`src/rtl/map_cfg_seq_pkg.sv`:
```
// Shared definitions for the mapper config sequencer: mapper indices, register map,
// CTRL/STATUS bit positions and the sequencer state encoding.
package map_cfg_seq_pkg;

    localparam logic [7:0] MAP_NOM = 8'd0;
    localparam logic [7:0] MAP_SMD = 8'd1;
    localparam logic [7:0] MAP_CDB = 8'd2;
    localparam logic [7:0] MAP_10M = 8'd3;

    localparam logic [1:0] REG_MAP_IDX = 2'd0;
    localparam logic [1:0] REG_FLAGS   = 2'd1;
    localparam logic [1:0] REG_CTRL    = 2'd2;
    localparam logic [1:0] REG_STATUS  = 2'd3;

    localparam int CTRL_COMMIT = 0;
    localparam int CTRL_RUN    = 1;
    localparam int CTRL_CLR    = 2;

    localparam int STAT_BUSY = 7;
    localparam int STAT_ERR  = 6;
    localparam int STAT_OVR  = 5;

    typedef enum logic [2:0] {
        CS_IDLE   = 3'd0,
        CS_HOLD   = 3'd1,
        CS_SWAP   = 3'd2,
        CS_MRST   = 3'd3,
        CS_SETTLE = 3'd4
    } cfg_seq_state_e;

    function automatic logic [7:0] status_word(input logic       busy,
                                               input logic       err,
                                               input logic       ovr,
                                               input logic [2:0] st);
        logic [7:0] w;
        w            = 8'h00;
        w[STAT_BUSY] = busy;
        w[STAT_ERR]  = err;
        w[STAT_OVR]  = ovr;
        w[2:0]       = st;
        return w;
    endfunction

endpackage

```
`src/rtl/map_cfg_seq_cyc_timer.sv`:
```
// Loadable down-counter that saturates at zero; done is high while the count is zero.
module cyc_timer #(
    parameter int WIDTH = 4
) (
    input  logic             clk,
    input  logic             rst,
    input  logic             load,
    input  logic [WIDTH-1:0] load_val,
    input  logic             run,
    output logic             done
);

    logic [WIDTH-1:0] cnt_q;
    logic [WIDTH-1:0] cnt_d;

    always_comb begin
        cnt_d = cnt_q;
        if (load) begin
            cnt_d = load_val;
        end else if (run && (cnt_q != '0)) begin
            cnt_d = cnt_q - WIDTH'(1);
        end
    end

    always_ff @(posedge clk) begin
        if (rst) begin
            cnt_q <= '0;
        end else begin
            cnt_q <= cnt_d;
        end
    end

    assign done = (cnt_q == '0);

endmodule

```
`src/rtl/map_cfg_seq.sv`:
```
// Mapper config sequencer: MCU shadow registers plus the FSM that swaps the live
// mapper config only while the console is held in reset and its bus has gone idle.
module map_cfg_seq
    import map_cfg_seq_pkg::*;
#(
    parameter int IDLE_CYC   = 8,
    parameter int TOUT_CYC   = 4096,
    parameter int MRST_CYC   = 16,
    parameter int SETTLE_CYC = 64
) (
    input  logic       clk,
    input  logic       rst,
    input  logic       reg_we,
    input  logic [1:0] reg_addr,
    input  logic [7:0] reg_di,
    output logic [7:0] reg_do,
    input  logic       bus_as_n,
    output logic [7:0] cfg_map_idx,
    output logic [7:0] cfg_flags,
    output logic       map_rst,
    output logic       cons_rst,
    output logic       busy
);

    localparam int IDLE_W   = $clog2(IDLE_CYC) + 1;
    localparam int TOUT_W   = $clog2(TOUT_CYC) + 1;
    localparam int MRST_W   = $clog2(MRST_CYC) + 1;
    localparam int SETTLE_W = $clog2(SETTLE_CYC) + 1;

    // Timers are loaded with N-1 so that done marks the last cycle of an N-cycle window.
    localparam logic [IDLE_W-1:0]   IDLE_LD   = IDLE_W'(IDLE_CYC - 1);
    localparam logic [TOUT_W-1:0]   TOUT_LD   = TOUT_W'(TOUT_CYC - 1);
    localparam logic [MRST_W-1:0]   MRST_LD   = MRST_W'(MRST_CYC - 1);
    localparam logic [SETTLE_W-1:0] SETTLE_LD = SETTLE_W'(SETTLE_CYC - 1);

    cfg_seq_state_e state_q, state_d;
    logic [7:0]     shadow_idx_q, shadow_idx_d;
    logic [7:0]     shadow_flags_q, shadow_flags_d;
    logic [7:0]     cfg_idx_q, cfg_idx_d;
    logic [7:0]     cfg_flags_q, cfg_flags_d;
    logic           err_q, err_d;
    logic           ovr_q, ovr_d;
    logic           run_q, run_d;
    logic           cons_rst_q, cons_rst_d;
    logic           map_rst_q, map_rst_d;

    logic idle_load, idle_run, idle_done;
    logic tout_load, tout_run, tout_done;
    logic mrst_load, mrst_run, mrst_done;
    logic settle_load, settle_run, settle_done;

    logic wr_ctrl;
    logic commit_req;
    logic clr_req;

    assign wr_ctrl    = reg_we && (reg_addr == REG_CTRL);
    assign commit_req = wr_ctrl && reg_di[CTRL_COMMIT];
    assign clr_req    = wr_ctrl && reg_di[CTRL_CLR];

    cyc_timer #(.WIDTH(IDLE_W)) u_idle_tmr (
        .clk      (clk),
        .rst      (rst),
        .load     (idle_load),
        .load_val (IDLE_LD),
        .run      (idle_run),
        .done     (idle_done)
    );

    cyc_timer #(.WIDTH(TOUT_W)) u_tout_tmr (
        .clk      (clk),
        .rst      (rst),
        .load     (tout_load),
        .load_val (TOUT_LD),
        .run      (tout_run),
        .done     (tout_done)
    );

    cyc_timer #(.WIDTH(MRST_W)) u_mrst_tmr (
        .clk      (clk),
        .rst      (rst),
        .load     (mrst_load),
        .load_val (MRST_LD),
        .run      (mrst_run),
        .done     (mrst_done)
    );

    cyc_timer #(.WIDTH(SETTLE_W)) u_settle_tmr (
        .clk      (clk),
        .rst      (rst),
        .load     (settle_load),
        .load_val (SETTLE_LD),
        .run      (settle_run),
        .done     (settle_done)
    );

    always_comb begin
        state_d        = state_q;
        shadow_idx_d   = shadow_idx_q;
        shadow_flags_d = shadow_flags_q;
        cfg_idx_d      = cfg_idx_q;
        cfg_flags_d    = cfg_flags_q;
        err_d          = err_q;
        ovr_d          = ovr_q;
        run_d          = run_q;
        cons_rst_d     = cons_rst_q;
        idle_load      = 1'b0;
        idle_run       = 1'b0;
        tout_load      = 1'b0;
        tout_run       = 1'b0;
        mrst_load      = 1'b0;
        mrst_run       = 1'b0;
        settle_load    = 1'b0;
        settle_run     = 1'b0;

        if (reg_we && (reg_addr == REG_MAP_IDX)) begin
            shadow_idx_d = reg_di;
        end
        if (reg_we && (reg_addr == REG_FLAGS)) begin
            shadow_flags_d = reg_di;
        end

        // A new error event in the same cycle as a clear wins over the clear.
        if (clr_req) begin
            err_d = 1'b0;
            ovr_d = 1'b0;
        end
        if (commit_req && (state_q != CS_IDLE)) begin
            ovr_d = 1'b1;
        end

        case (state_q)
            CS_IDLE: begin
                if (commit_req) begin
                    state_d    = CS_HOLD;
                    run_d      = reg_di[CTRL_RUN];
                    cons_rst_d = 1'b1;
                    idle_load  = 1'b1;
                    tout_load  = 1'b1;
                end
            end
            CS_HOLD: begin
                tout_run = 1'b1;
                if (bus_as_n) begin
                    idle_run = 1'b1;
                end else begin
                    idle_load = 1'b1;
                end
                if (bus_as_n && idle_done) begin
                    state_d   = CS_SWAP;
                    mrst_load = 1'b1;
                end else if (tout_done) begin
                    state_d   = CS_SWAP;
                    err_d     = 1'b1;
                    mrst_load = 1'b1;
                end
            end
            CS_SWAP: begin
                // Registered shadows only: a write landing in this cycle misses the swap.
                cfg_idx_d   = shadow_idx_q;
                cfg_flags_d = shadow_flags_q;
                mrst_run    = 1'b1;
                state_d     = CS_MRST;
            end
            CS_MRST: begin
                mrst_run = 1'b1;
                if (mrst_done) begin
                    state_d     = CS_SETTLE;
                    settle_load = 1'b1;
                end
            end
            CS_SETTLE: begin
                settle_run = 1'b1;
                if (settle_done) begin
                    state_d    = CS_IDLE;
                    cons_rst_d = ~run_q;
                end
            end
            default: begin
                state_d = CS_IDLE;
            end
        endcase

        map_rst_d = (state_d == CS_SWAP) || (state_d == CS_MRST);
    end

    always_ff @(posedge clk) begin
        if (rst) begin
            state_q        <= CS_IDLE;
            shadow_idx_q   <= 8'h00;
            shadow_flags_q <= 8'h00;
            cfg_idx_q      <= MAP_NOM;
            cfg_flags_q    <= 8'h00;
            err_q          <= 1'b0;
            ovr_q          <= 1'b0;
            run_q          <= 1'b0;
            cons_rst_q     <= 1'b1;
            map_rst_q      <= 1'b0;
        end else begin
            state_q        <= state_d;
            shadow_idx_q   <= shadow_idx_d;
            shadow_flags_q <= shadow_flags_d;
            cfg_idx_q      <= cfg_idx_d;
            cfg_flags_q    <= cfg_flags_d;
            err_q          <= err_d;
            ovr_q          <= ovr_d;
            run_q          <= run_d;
            cons_rst_q     <= cons_rst_d;
            map_rst_q      <= map_rst_d;
        end
    end

    assign busy        = (state_q != CS_IDLE);
    assign cfg_map_idx = cfg_idx_q;
    assign cfg_flags   = cfg_flags_q;
    assign map_rst     = map_rst_q;
    assign cons_rst    = cons_rst_q;

    always_comb begin
        case (reg_addr)
            REG_MAP_IDX: reg_do = shadow_idx_q;
            REG_FLAGS:   reg_do = shadow_flags_q;
            REG_STATUS:  reg_do = status_word(busy, err_q, ovr_q, state_q);
            default:     reg_do = 8'h00;
        endcase
    end

endmodule
```
`config.mk`:
```
export PLATFORM = sky130hd
export DESIGN_NAME = map_cfg_seq
export DESIGN_NICKNAME = d
export VERILOG_FILES = /design/src/rtl/map_cfg_seq_pkg.sv /design/src/rtl/map_cfg_seq_cyc_timer.sv /design/src/rtl/map_cfg_seq.sv
export SDC_FILE = /design/constraint.sdc
export NUM_CORES = 1
export LEC_CHECK = 0
export CORE_UTILIZATION = 40
export CTS_CLUSTER_SIZE = 10
export DETAILED_ROUTE_END_ITERATION = 10
export HOLD_SLACK_MARGIN = 0.02
export SKIP_LAST_GASP = 1
export SYNTH_ARGS = -nofsm -noshare
export SYNTH_HDL_FRONTEND = slang
export SYNTH_SLANG_ARGS = --single-unit
export TNS_END_PERCENT = 30
```
`constraint.sdc`:
```
create_clock -name clk -period 4 [get_ports clk]
set_clock_uncertainty 0.15 [all_clocks]
set_input_delay 0.8 -clock clk [delete_from_list [all_inputs] [get_ports clk]]
set_output_delay 0.8 -clock clk [all_outputs]
set_load 0.1 [all_outputs]
```
# == Word level (Yosys, flattened, before mapping) ==
# Cells that the tools add are included.
# W data, S select, Z words.
# word_totals
out_inout_bits,27
reg_bits,69
in_bits,14
wordCells,108
# classes
n_bitwise,1
add_sub_neg,4
reduce_logical,36
mux,38
eq_ne,11
# op_table
operator,n
$mux W12,2
$pmux W8 S3,1
$mux W1,21
$mux W3,7
$pmux W3 S5,1
$logic_not A13 Y1,1
$reduce_bool A13 Y1,1
$sub A13 B1 Y13 const B,1
$eq A3 B2 Y1 const B,4
$mux W6,2
$reduce_bool A2 Y1,6
$logic_and A1 B1 Y1,11
$reduce_or A2 Y1,5
$mux W4,2
$logic_not A7 Y1,1
$reduce_bool A7 Y1,1
$sub A7 B1 Y7 const B,1
$logic_not A5 Y1,1
$reduce_bool A5 Y1,1
$sub A5 B1 Y5 const B,1
$eq A2 B2 Y1 const B,2
$logic_not A4 Y1,1
$ne A2 B2 Y1 const B,2
$pmux W1 S2,2
12 further kinds,12

# == Logic depth before layout (Yosys ltp) ==
# Gate-level depths: netlist (run 1).
# depth
word_depth,7
ltp_mapped,7
mapped_depth_nobuf,6

# == Cells and area by module ==
# From an unflattened synthesis (run 1), not the netlist that was laid out.
# hier_totals
cells_unflattened,416
area_unflattened_um2,3580.9
# by_module_without_submodules
mod,area_each_um2,instances,seq_area_each_um2,cells_per_inst
map_cfg_seq,1739.2,1,800.8,202
cyc_timer at u_tout_tmr,833.3,1,260.2,100
cyc_timer at u_settle_tmr,419.2,1,140.1,48
cyc_timer at u_mrst_tmr,326.6,1,100.1,37
cyc_timer at u_idle_tmr,262.8,1,80.1,29

# == Least setup slack after synthesis (run 1) ==
# OpenSTA, ideal clock, no wires.
# synth_path
kind,input-to-output
from,in reg_addr[0]
to,out reg_do[1]
t_arrival_ns,3.439
path_buffers,1
path_stages,3
required_time_ns,3.050
setup_slack_ns,-0.389
path_cell_list,buf_1 mux2i_1 o21ai_0
# synth_between
elab_chain_len,2
elab_cells_between_ends,4
cone_classes,2 x eq/ne; 1 x mux; 1 x reduce/logical
# synth_lines
item,line,rtl
from (decl),map_cfg_seq.sv:14,"input logic [1:0] reg_addr,"
$eq A2 B2 Y1 (tied with other cells),map_cfg_seq.sv:219,case (reg_addr)
$pmux W8 S3 (*),map_cfg_seq.sv:219,
to (decl),map_cfg_seq.sv:16,"output logic [7:0] reg_do,"
# Every way passes the cells marked *; elsewhere a longest branch is shown, timed or not.

# == Worst setup path after layout (run 1) ==
# Same ends and word-level chain as after synthesis.

==> results of run 1 <==
-- routing by layer --
layer  share of wire  vias to the layer above  global-route usage
met1            0.47                     1280               0.238
met5               0                        -                   0
li1                -                     1382                   -
met4           0.014                        0              0.0635
met2            0.48                       44               0.321
met3           0.043                       10              0.0556
-- cell usage in the layout (no fill, tap or decap), types with 9 or more instances in the layout --
cell and n:
nor2_1 29, clkbuf_8 9, a31oi_1 13, mux2i_1 25
nor3_1 9, a21oi_1 28, clkdlybuf4s50_1 31, dfxtp_1 69
inv_1 13, nand2_1 48
-- area by class of cell --
cell class	count	share of cell area
Inverter	13	0.0122
Clock buffer	10	0.0320
Sequential cell	69	0.347
Tap cell	102	0.0320
Timing Repair Buffer	44	0.127
Clock inverter	6	0.0339
Multi-Input combinational cell	261	0.417
-- worst max-delay path by stage --
stage	endpoint	depth (start not counted)	slack, ps
floorplan	reg_do[2]	3	-390
global placement	reg_do[1]	5	680
detailed placement	reg_do[1]	5	640
CTS	reg_do[1]	5	630
global route	reg_do[1]	5	570
finish	reg_do[1]	5	650
-- power groups by stage --
stage                     clock (mW)  combinational (mW)  sequential, mW
final                          0.748               0.505           0.785
after floorplan                    0               0.349           0.816
after detailed placement           0               0.502           0.800
after CTS                      0.764               0.505           0.785
after global routing           0.797               0.556           0.794
after global placement             0               0.495           0.800
-- worst min-delay path, delay by kind of cell, from the launching register on --
family	cells	cell delay (ps)
AO/OA/AOI/OAI	1	50
flip-flops	1	310
AND/OR/NAND/NOR	1	50
-- state kept, by name, summed over array words and instances, names as in the netlist --
register and cells:
run_q 1, cfg_map_idx 8, ovr_q 1, u_idle_tmr.cnt_q 4, cfg_flags 8, err_q 1
u_mrst_tmr.cnt_q 5, state_q 3, shadow_idx_q 8, shadow_flags_q 8, cons_rst 1, u_settle_tmr.cnt_q 7
u_tout_tmr.cnt_q 13, map_rst 1
-- kinds of logic (layout without fill, tap and decap cells) --
kind of cell / count (synthesis) / after routing / share of synthesized area
AO/OA/AOI/OAI: 80 / 80 / 0.161
XOR/XNOR: 9 / 9 / 0.0249
adder cells (fa/ha/maj): 8 / 8 / 0.0317
buffers and inverters: 32 / 73 / 0.0380
flip-flops: 69 / 69 / 0.437
multiplexers: 25 / 25 / 0.0791
AND/OR/NAND/NOR: 139 / 139 / 0.228
-- cells in the mapped netlist, types with 3 or more instances --
| cell type | number | area (um^2) |
|---|---|---|
| o31ai_1 | 3 | 22.5 |
| a31oi_1 | 13 | 81.3 |
| o21ai_0 | 9 | 45.0 |
| nor2_1 | 29 | 109 |
| mux2i_1 | 25 | 250 |
| or4_1 | 6 | 45.0 |
| and2_1 | 3 | 18.8 |
| nor3_1 | 9 | 45.0 |
| ha_1 | 8 | 100 |
| xor2_1 | 5 | 43.8 |
| dfxtp_1 | 69 | 1380 |
| a21oi_1 | 28 | 140 |
| inv_1 | 13 | 48.8 |
| nand2_1 | 48 | 180 |
| xnor2_1 | 4 | 35.0 |
| or3_1 | 4 | 25.0 |
| nor4_1 | 5 | 31.3 |
| clkbuf_1 | 17 | 63.8 |
| a211oi_1 | 3 | 22.5 |
| or2_2 | 4 | 25.0 |
| nand3_1 | 6 | 30.0 |
-- stage by stage --
| stage | hold slack (ps) | total power, mW | cell area (um^2) |
|---|---|---|---|
| 5_1_grt | 332 | 2.15 | 3990 |
| 6_report | 305 | 2.04 | 3990 |
| 3_5_place_dp | 297 | 1.30 | 3720 |
| 3_3_place_gp | 293 | 1.29 | 3720 |
| 4_1_cts | 309 | 2.05 | 3990 |
| 2_1_floorplan | 287 | 1.17 | 3160 |
==> impl_metrics.json, run 1 <==
{
  "ff2ff_setup_slack_ps": 1600,
  "critPathMaxStageDelay_ps": 840,
  "coreArea_um2": 7690,
  "syn_inst": 362,
  "final_util": 0.519,
  "vias": 2716,
  "syn2layout_area_growth_pct": 26.1,
  "internal-power_mw": 1.39,
  "num-nets-final": 420,
  "p_per_area_nw_per_um2": 511,
  "grt_overflow": 0,
  "hold_path.class": "flip-flop to flip-flop",
  "cts_buffer_depth": 2,
  "p_sw_uw": 648,
  "antenna_found_initial": 0,
  "start_kind": "primary input",
  "cp_cell_sequence": "clkdlybuf4s50_1 -> buf_4 -> mux2i_1 -> o21ai_1 -> buf_12",
  "clkSlewWorstSetupHoldPaths_ps": 70,
  "yosysSeqAreaShare": 0.437,
  "combPwrFrac": 0.248,
  "drt_iter0_drc": 110,
  "dieArea_um2": 8260,
  "tritoncts": "done",
  "die_x_um": 90.9,
  "h-tree-depth": 3,
  "final_cells": 505,
  "die_h_um": 90.9,
  "rsz0062_at_grt": "no",
  "dp_cells": 489,
  "worst-setup-path-type": "primary input to primary output",
  "ys.flop_type": "dfxtp_1",
  "drive_above_1_share": 0.102,
  "diodes": 0,
  "place_ws_ps": 636,
  "track_usage": 0.192,
  "firstDrtPassIters": 7,
  "fin_crit_ps": 3350,
  "hp-start": "cfg_flags[1]$_SDFFE_PP0P_",
  "end_kind": "primary output",
  "grt_max_degree": 40,
  "async_flop_share": 0,
  "tightestPinTransition_ps": 1010,
  "cts_buffers": 9,
  "hold_viol_final": 0,
  "tns_ps": 0,
  "post-cts-setup-buffers": 0,
  "setup_violations": 0,
  "max_freq_mhz": 298,
  "drcViolationCount": 1,
  "ys_warn_count": 0,
  "cp.buffers_inverters": 3,
  "port_buffers": 40,
  "cp_data_arrival_time_ps": 2400,
  "grt_pass1_wl_um": 12600,
  "critPathLaunch": "reg_addr[0]",
  "row_count": 32,
  "ir_drop_mv": 0.224,
  "violations": "design-rule violations",
  "whs_path_depth": 2,
  "seqPwrFrac": 0.385,
  "relSlewSlack": 0.324,
  "cts_resized": 0,
  "hpwlAfterDp_um": 5130,
  "timing.final.crit_share": 0.838,
  "start_util": 0.411,
  "reg2regPathDepth": 6,
  "p_clk_frac": 0.367,
  "synth_edf_count": 0,
  "hold_path_end": "cfg_flags[1]$_SDFFE_PP0P_",
  "detail-route-antenna-nets": 0,
  "wl_per_cell_um": 14.7,
  "multi_input_area_um2": 1660,
  "avgSynthCellArea_um2": 8.73,
  "r2r_start": "u_tout_tmr.cnt_q[0]$_SDFFE_PP0P_",
  "cts_sinks": 69,
  "crit_fanout": 12,
  "clk-insertion-delay-late_ps": 350,
  "status": "finished, violations left",
  "p_sw_frac": 0.318,
  "critPathTopFamily": "buffers and inverters",
  "ys_types": 57,
  "fillers": 724,
  "root_buffer": "clkbuf_8",
  "crit_path_top_delay_cell": "clkdlybuf4s50_1",
  "drv_slew": 0,
  "syn_nets": 384,
  "synth_seq_cells": 69,
  "setup_slack_ps": 648,
  "regArea_um2": 1380,
  "gp_congestion": 0.806,
  "io_pins": 41,
  "vias_per_cell": 5.38,
  "wl_um": 7420,
  "power.leakage_nw": 1.48,
  "cp.required_ps": 3050,
  "grt_pass1_vias": 2602,
  "drv_cap": 0,
  "cts_hold_buf": 0,
  "synth_area_um2": 3160,
  "worst_r2r_endpoint": "u_mrst_tmr.cnt_q[4]$_SDFFE_PP0P_"
}
Power figures use the tool's default switching activity.
==> inputs of run 2 (changes only) <==
==> constraint.sdc (replaced) <==
create_clock -name clk -period 2.7 [get_ports clk]
set_clock_uncertainty 0.15 [all_clocks]
set_input_delay 0.54 -clock clk [delete_from_list [all_inputs] [get_ports clk]]
set_output_delay 0.54 -clock clk [all_outputs]
set_load 0.1 [all_outputs]
==> run 2 against run 1 <==
Effect of this change: the flow now finishes without violations; sequential cell count did not move; routed wire length rose by 1.0%; clock power is 18% higher; global-route usage about the same; clock-buffer cell count grew 1; critical path type unchanged; largest power group unchanged.
==> impl_metrics.json, run 2 (synthesis gave the netlist of run 1 again) <==
{
  "p_per_area_nw_per_um2": 711,
  "dp_cells": 495,
  "port_buffers": 40,
  "hold_viol_final": 0,
  "grt_overflow": 0,
  "ir_drop_mv": 0.270,
  "io_pins": 41,
  "die_h_um": 90.9,
  "ff2ff_setup_slack_ps": 360,
  "hold_path.class": "flip-flop to flip-flop",
  "tritoncts": "done",
  "wl_per_cell_um": 14.7,
  "cp_data_arrival_time_ps": 1880,
  "row_count": 32,
  "worst-setup-path-type": "primary input to primary output",
  "drt_iter0_drc": 94,
  "fillers": 771,
  "drv_slew": 0,
  "final_cells": 511,
  "firstDrtPassIters": 4,
  "drcViolationCount": 0,
  "detail-route-antenna-nets": 0,
  "largest_reg_flops": 13,
  "coreArea_um2": 7690,
  "drv_cap": 0,
  "fin_area_um2": 3950,
  "fin_crit_ps": 2570,
  "place_area_um2": 3740,
  "vias": 2744,
  "clk-insertion-delay-late_ps": 340,
  "track_usage": 0.192,
  "tightestPinTransition_ps": 746,
  "final_cell_mix": "dfxtp_1 (69), nand2_1 (48), nor2_1 (29)",
  "clkSlewWorstSetupHoldPaths_ps": 80,
  "power.leakage_nw": 1.53,
  "cts_buffers": 9,
  "syn2layout_area_growth_pct": 25.0,
  "regMostFlops": "u_tout_tmr.cnt_q",
  "grt_pass1_wl_um": 12600,
  "root_buffer": "clkbuf_8",
  "vias_per_cell": 5.37,
  "cts_sinks": 69,
  "wl_um": 7500,
  "cts_resized": 0,
  "grt_pass1_vias": 2642,
  "cts_buffer_depth": 2,
  "max_freq_mhz": 389,
  "die_x_um": 90.9,
  "dieArea_um2": 8260,
  "setup_violations": 0,
  "relSlewSlack": 0.496,
  "antenna_found_initial": 0,
  "hpwlAfterDp_um": 5260,
  "start_util": 0.411,
  "end_kind": "primary output",
  "h-tree-depth": 3,
  "status": "finished, final reports clean",
  "cts_hold_buf": 0,
  "tns_ps": 0,
  "timing.final.crit_share": 0.952,
  "drive_above_1_share": 0.169,
  "grt_max_degree": 30,
  "diodes": 0,
  "cp.required_ps": 2010,
  "final_common_cell": "dfxtp_1",
  "crit_fanout": 6,
  "start_kind": "primary input",
  "post-cts-setup-buffers": 0,
  "rsz0062_at_grt": "no",
  "gp_congestion": 0.767,
  "num-nets-final": 426
}
## run 2: cell types whose count changed in the layout (fill, tap and decap cells not counted), moves of 3 or more
| cell | before | now |
|---|---|---|
| buf_4 | 4 | 28 |
| clkdlybuf4s50_1 | 31 | 12 |
| bufinv_16 | 4 | 1 |
| o21ai_0 | 8 | 5 |
## run 2: critical path: stages
cell and delay [ps]:
clkdlybuf4s50_1 650, and2_1 250, nand2_1 70, o21ai_1 160
buf_12 210
## run 2: layout make-up
| cell class | count | area [um^2] | share of cell area |
|---|---|---|---|
| Inverter | 13 | 48.8 | 0.0123 |
| Timing Repair Buffer | 50 | 515 | 0.130 |
| Multi-Input combinational cell | 261 | 1670 | 0.423 |
| Clock inverter | 5 | 57.6 | 0.0146 |
| Tap cell | 102 | 128 | 0.0323 |
| Clock buffer | 11 | 151 | 0.0383 |
| Sequential cell | 69 | 1380 | 0.349 |
## run 2: power by group
part | internal, mW | leakage (nW) | total, mW | switching (mW)
clock network | 0.479 | 0.110 | 0.881 | 0.402
logic | 0.274 | 0.866 | 0.764 | 0.490
registers | 1.09 | 0.559 | 1.17 | 0.0763
## run 2: metal layers
metal	track usage	wire length [um]	up-vias
met3	0.0328	246	11
met1	0.237	3640	1295
li1	-	-	1387
met2	0.328	3490	51
met4	0.0820	121	0
met5	0	0	-
## run 2: per-stage QoR
| stage | total power [mW] | hold WS, ps | worst slack [ps] | util |
|---|---|---|---|---|
| 3_3_place_gp | 1.94 | 296 | 143 | 0.487 |
| 6_report | 2.81 | 307 | 130 | 0.514 |
| 4_1_cts | 2.83 | 311 | 131 | 0.514 |
| 5_1_grt | 2.96 | 327 | 73.2 | 0.514 |
| 2_1_floorplan | 1.73 | 287 | -561 | - |
| 3_5_place_dp | 1.95 | 300 | 140 | 0.487 |
## run 2: final timing paths
| kind | from | end | depth (start not counted) |
|---|---|---|---|
| max | reg_addr[1] | reg_do[1] | 5 |
| max reg2reg | u_tout_tmr.cnt_q[0]$_SDFFE_PP0P_ | u_tout_tmr.cnt_q[12]$_SDFFE_PP0P_ | 6 |
| min reg2reg | cfg_flags[5]$_SDFFE_PP0P_ | cfg_flags[5]$_SDFFE_PP0P_ | 2 |
| min | cfg_flags[5]$_SDFFE_PP0P_ | cfg_flags[5]$_SDFFE_PP0P_ | 2 |
